`config.mk`:
```
export PLATFORM = sky130hd
export DESIGN_NAME = branch_resolution_queue
export DESIGN_NICKNAME = d
export VERILOG_FILES = /design/src/rtl/branch_resolution_queue.sv
export SDC_FILE = /design/constraint.sdc
export NUM_CORES = 1
export LEC_CHECK = 0
export BUFFER_PORTS_ARGS = -buffer_cell sky130_fd_sc_hd__buf_2
export CAP_MARGIN = 20
export CORE_ASPECT_RATIO = 1.2
export CORE_MARGIN = 2
export CORE_UTILIZATION = 46
export DETAILED_ROUTE_END_ITERATION = 16
export PLACE_DENSITY = 0.77
export RECOVER_POWER = 25
export SLEW_MARGIN = 20
export SYNTH_ARGS = -nofsm -noshare
export SYNTH_HDL_FRONTEND = slang
export SYNTH_SLANG_ARGS = --single-unit
```
`constraint.sdc`:
```
create_clock -name CLK -period 4.1 [get_ports CLK]
set_input_delay 0.205 -clock CLK [delete_from_list [all_inputs] [get_ports CLK]]
set_output_delay 0.205 -clock CLK [all_outputs]
set_load 0.02 [all_outputs]
```
`src/rtl/branch_resolution_queue.sv`:
```
// In-order queue of branch predictions between fetch and execute. Pops the oldest
// prediction on resolve, emits a registered training update and, on mispredict, a flush.
module branch_resolution_queue #(
  parameter int DEPTH  = 4,
  parameter int WORD_W = 32
) (
  input  logic                           CLK,
  input  logic                           nRST,
  input  logic                           pred_valid,
  input  logic [WORD_W-1:0]              pred_pc,
  input  logic                           pred_taken,
  input  logic [WORD_W-1:0]              pred_target,
  output logic                           pred_ready,
  input  logic                           res_valid,
  input  logic [WORD_W-1:0]              res_pc,
  input  logic                           res_taken,
  input  logic [WORD_W-1:0]              res_target,
  output logic                           flush_req,
  output logic [WORD_W-1:0]              flush_pc,
  output logic                           upd_valid,
  output logic [WORD_W-1:0]              upd_pc,
  output logic [WORD_W-1:0]              upd_target,
  output logic                           upd_taken,
  output logic                           upd_mispredict,
  output logic [$clog2(DEPTH+1)-1:0]     occupancy,
  output logic                           err
);

  localparam int PTR_W = $clog2(DEPTH);
  localparam int CNT_W = $clog2(DEPTH+1);

  function automatic logic [WORD_W-1:0] redirect_pc(input logic taken,
                                                    input logic [WORD_W-1:0] target,
                                                    input logic [WORD_W-1:0] pc);
    return taken ? target : pc + WORD_W'(4);
  endfunction

  logic [WORD_W-1:0] pc_mem     [DEPTH];
  logic [WORD_W-1:0] target_mem [DEPTH];
  logic [DEPTH-1:0]  taken_mem;

  logic [PTR_W-1:0]  wptr, rptr;
  logic [CNT_W-1:0]  cnt;
  logic              err_q;

  logic              full, empty;
  logic [WORD_W-1:0] head_pc, head_target;
  logic              head_taken;
  logic              res_fire, pc_bad, mispredict, flush, enq;

  logic              upd_valid_p1, upd_taken_p1, upd_mispredict_p1, flush_req_p1;
  logic [WORD_W-1:0] upd_pc_p1, upd_target_p1, flush_pc_p1;

  assign full  = (cnt == CNT_W'(DEPTH));
  assign empty = (cnt == '0);

  // Ready depends only on held state, never on this cycle's resolve.
  assign pred_ready = !nRST && !full;

  assign head_pc     = pc_mem[rptr];
  assign head_target = target_mem[rptr];
  assign head_taken  = taken_mem[rptr];

  assign res_fire   = res_valid && !empty;
  assign pc_bad     = (res_pc != head_pc);
  assign mispredict = pc_bad || (head_taken != res_taken) ||
                      (res_taken && (head_target != res_target));
  assign flush      = res_fire && mispredict;
  // A flush squashes everything younger, including a same-cycle enqueue.
  assign enq        = pred_valid && pred_ready && !flush;

  always_ff @(posedge CLK) begin
    if (enq) begin
      pc_mem[wptr]     <= pred_pc;
      target_mem[wptr] <= pred_target;
      taken_mem[wptr]  <= pred_taken;
    end
  end

  // Stage p0 -> p1: queue state update and registered resolve outputs.
  always_ff @(posedge CLK) begin
    if (nRST) begin
      wptr              <= '0;
      rptr              <= '0;
      cnt               <= '0;
      err_q             <= 1'b0;
      upd_valid_p1      <= 1'b0;
      upd_pc_p1         <= '0;
      upd_taken_p1      <= 1'b0;
      upd_target_p1     <= '0;
      upd_mispredict_p1 <= 1'b0;
      flush_req_p1      <= 1'b0;
      flush_pc_p1       <= '0;
    end else begin
      if (flush) begin
        cnt  <= '0;
        rptr <= wptr;
      end else begin
        if (enq)      wptr <= wptr + PTR_W'(1);
        if (res_fire) rptr <= rptr + PTR_W'(1);
        cnt <= cnt + CNT_W'(enq) - CNT_W'(res_fire);
      end
      err_q        <= err_q || (res_valid && empty) || (res_fire && pc_bad);
      upd_valid_p1 <= res_fire;
      flush_req_p1 <= flush;
      if (res_fire) begin
        upd_pc_p1         <= head_pc;
        upd_taken_p1      <= res_taken;
        upd_target_p1     <= res_target;
        upd_mispredict_p1 <= mispredict;
      end
      if (flush) flush_pc_p1 <= redirect_pc(res_taken, res_target, head_pc);
    end
  end

  assign upd_valid      = upd_valid_p1;
  assign upd_pc         = upd_pc_p1;
  assign upd_taken      = upd_taken_p1;
  assign upd_target     = upd_target_p1;
  assign upd_mispredict = upd_mispredict_p1;
  assign flush_req      = flush_req_p1;
  assign flush_pc       = flush_pc_p1;
  assign occupancy      = cnt;
  assign err            = err_q;

endmodule

```
==> qor_table.md <==
| Result | Value | Unit |
| --- | --- | --- |
| Total die area | 34700 | µm² |
| Fill cell total of the finished layout | 2477 | - |
| Final Instance Area | 19400 | µm² |
| Leak Pwr | 6.94 | nW |
| # Max-Cap Violations | 0 | - |
| Weighted congestion reported at the end of routability-driven placement | 0.900 | - |
| Number of storage elements in the synthesis netlist | 370 | - |
| Library cell with the largest summed area after synthesis | edfxtp_1 | - |
| Final-stage net count | 1568 | - |
| Critical path endpoint category | flip-flop | - |
| Number of H-tree levels | 2 | - |
| Number of antenna-violating nets in the routed design | 0 | - |
| Cell at the root of the clock tree | clkbuf_16 | - |
| Fraction of synthesized cell area taken by the top area cell type | 0.511 | - |
| Power Dens Cells | 553 | nW/µm² |
| Sequential share of the synthesized area | 0.656 | - |
| Synthesized cell area | 15300 | µm² |
| Overall die width | 170 | µm |
| Share of the clock period used by the worst path after layout | 0.960 | - |
| Largest net degree at the start of global routing | 106 | - |
| Run status | finished, final reports clean | - |
| Final routed wirelength across all metal layers | 42200 | µm |
| Core region area | 32900 | µm² |
| Mapped Cells | 1057 | - |
| Clock input transition at the sequential cells of the worst setup and hold paths | 0.06 | ns |
| Instance count along the most critical hold path | 3 | - |
| Longest Clk Path Bufs | 3 | - |
| Area occupied by multi-input gates | 4840 | µm² |
| Overall overflow remaining after global route | 0 | - |
| Number of buffer cells added on primary ports | 238 | - |
| Post-synthesis average cell area | 14.4 | µm² |
| Dominant register cell in the synthesized netlist | edfxtp_1 | - |
| Warnings, synthesis | 0 | - |
| Worst setup SP type | flip-flop | - |
| Required time of the critical path | 4.47 | ns |
| Half-perimeter wire length of the detailed placement result | 29300 | µm |
| Average wire per cell in the routed design | 22.5 | µm |
| Worst Max-Slew Pin Slew | 0.863 | ns |
| Final setup vio count | 0 | - |
| Area Growth Syn to Fin | 27.3 | % |
| Number of buffers created by CTS | 38 | - |
| Largest cells by area after synthesis | edfxtp_1 (51%), dfxtp_1 (14%), mux4_2 (9.3%) | - |
| WP data arrival | 4.31 | ns |
| Final hold violations | 0 | - |
| Setup TNS after final layout | 0 | ns |
| Post-Route Skew | 0.0177 | ns |
| Clock Latency Late Sink | 0.53 | ns |
| Kind of critical path | reg -> reg | - |
| Antenna violations before repair | 4 | - |
| Relative slew slack | 0.425 | - |
| DRT iter0 DRCs | 1078 | - |
| Standard-cell rows | 73 | - |
| Final Total Pwr | 0.0108 | W |
| Vias in the first global route | 10309 | - |
| Final period demand of the worst path | 3.94 | ns |
| Area taken by flip-flops and latches | 10000 | µm² |
| Count of flip-flops with a built-in enable after synthesis | 260 | - |
| Fraction of final layout cells sized beyond drive strength 1 | 0.271 | - |
| Synth Net Count | 1199 | - |
| Path type of the worst min-delay path | in -> reg | - |
| Worst IR Drop VDD | 414 | µV |
| TritonCTS clock tree | yes | - |
| Number of distinct library cell variants in the gate-level netlist after synthesis | 55 | - |
| Reg2Reg Depth | 18 | - |
| Crit Path Max Fanout | 6 | - |
| DR pass1 iterations | 5 | - |
| Remaining DRCs | 0 | - |
| Register-to-Register Setup Slack | 0.16 | ns |
| Wire length of the first global-routing pass | 61500 | µm |
| Instance area at placement | 17200 | µm² |
| Number of primary I/O pins | 239 | - |
| Clk sink count | 370 | - |
| Effective utilization at floorplan | 0.464 | - |
| Post-synthesis async set-or-reset flop share | 0 | - |
| Total via count after detailed routing | 10556 | - |
| Final count of pins violating max slew | 0 | - |
| Combined global-route utilization of all metal layers | 0.240 | - |
| Timing-limited maximum frequency | 0.254 | GHz |
| Via density per instance | 5.64 | - |
| Die span in y | 204 | µm |
## area by class of cell
type	count	share of cell area
Antenna cell	4	0.000515
Timing Repair Buffer	384	0.137
Clock buffer	49	0.0564
Clock inverter	20	0.00682
Multi-Input combinational cell	587	0.249
Sequential cell	370	0.515
Tap cell	412	0.0265
Inverter	45	0.00869
## flip-flops by register name, indices dropped and copies added, names as in the netlist, named ones only
name            count
upd_taken           1
upd_target         32
rptr                2
err                 1
upd_valid           1
occupancy           3
pc_mem            128
target_mem        128
upd_mispredict      1
flush_pc           32
taken_mem           4
wptr                2
upd_pc             32
flush_req           1
## metal layers
metal	GRT usage	vias up	wire, µm
met3	0.0536	110	3620
met5	0	-	13
met2	0.394	568	20400
li1	-	4711	-
met1	0.303	5165	16100
met4	0.118	2	2100
## where the power goes
group          switching, W  internal, W
registers          0.000203      0.00447
clock network       0.00140      0.00196
logic               0.00163      0.00109
## cells in the mapped netlist, types with 7 or more instances
master / count
edfxtp_1: 260
nand2_1: 150
dfxtp_1: 110
a21oi_1: 76
xnor2_1: 70
mux4_2: 63
inv_1: 43
mux2i_1: 42
o32ai_1: 32
clkbuf_1: 31
nor2_1: 18
nand4_1: 17
xor2_1: 15
nand3_1: 14
and3_1: 10
nor3_1: 10
buf_2: 9
and4_1: 7
buf_6: 7
ha_1: 7
nand2b_1: 7
## critical path, stage by stage (launching register included)
cell and delay, ns:
dfxtp_4 0.37, buf_4 0.16, buf_4 0.16, buf_4 0.17, buf_6 0.16, mux4_2 0.52, xnor2_1 0.27, nand4_1 0.21
nor2_1 0.17, a31o_2 0.20, a31oi_2 0.13, ha_1 0.30, inv_1 0.06, ha_1 0.12, inv_1 0.04, fa_1 0.38
xor2_1 0.16, xnor2_1 0.14, nor3_1 0.06
## kinds of logic (layout without fill, tap and decap cells)
family                   Yosys count  after routing  share of synthesized area
flip-flops                       370            370                      0.656
AND/OR/NAND/NOR                  248            248                     0.0740
AO/OA/AOI/OAI                    137            137                     0.0588
multiplexers                     109            109                      0.124
buffers and inverters            100            498                     0.0314
XOR/XNOR                          85             85                     0.0488
adder cells (fa/ha/maj)            8              8                    0.00705
other                              0              4                          0
## path summary, 6_finish.rpt
path | start | end
worst max register to register | flip-flop | occupancy[2]
worst max-delay path | flip-flop | occupancy[2]
worst min-delay path | res_target[20] | upd_target[20]
worst min register to register | upd_target[23] | upd_target[23]
## what timing repair did
| item | in CTS | in global routing |
|---|---|---|
| setup buffers | 4 | 7 |
| resized for setup | 3 | 8 |
| setup endpoints to repair | 262 | 1 |
| hold endpoints to repair | 288 | 0 |
| pin swaps | 3 | 4 |
| hold buffers | 91 | 0 |
## metrics by stage
stage,hold slack [ns],cells,setup slack [ns],utilization
floorplan,0.304,1057,0.463,-
global placement,0.416,1696,-0.248,0.523
detailed placement,0.422,1696,-0.399,0.523
CTS,0.00170,1860,0.00258,0.590
global route,0.00309,1869,-0.0328,0.591
finish,0.00517,1871,0.163,0.591
## cells in the final DEF, fill, tap and decap left out, drive strengths merged, types with 18 or more instances in the layout
| cell type | count |
|---|---|
| edfxtp | 260 |
| buf | 246 |
| nand2 | 150 |
| dfxtp | 110 |
| clkbuf | 96 |
| dlygate4sd3 | 91 |
| a21oi | 77 |
| xnor2 | 70 |
| mux4 | 64 |
| inv | 47 |
| mux2i | 42 |
| o32ai | 33 |
| nor2 | 18 |
| nand4 | 18 |
(Power assumes the default switching activity.)
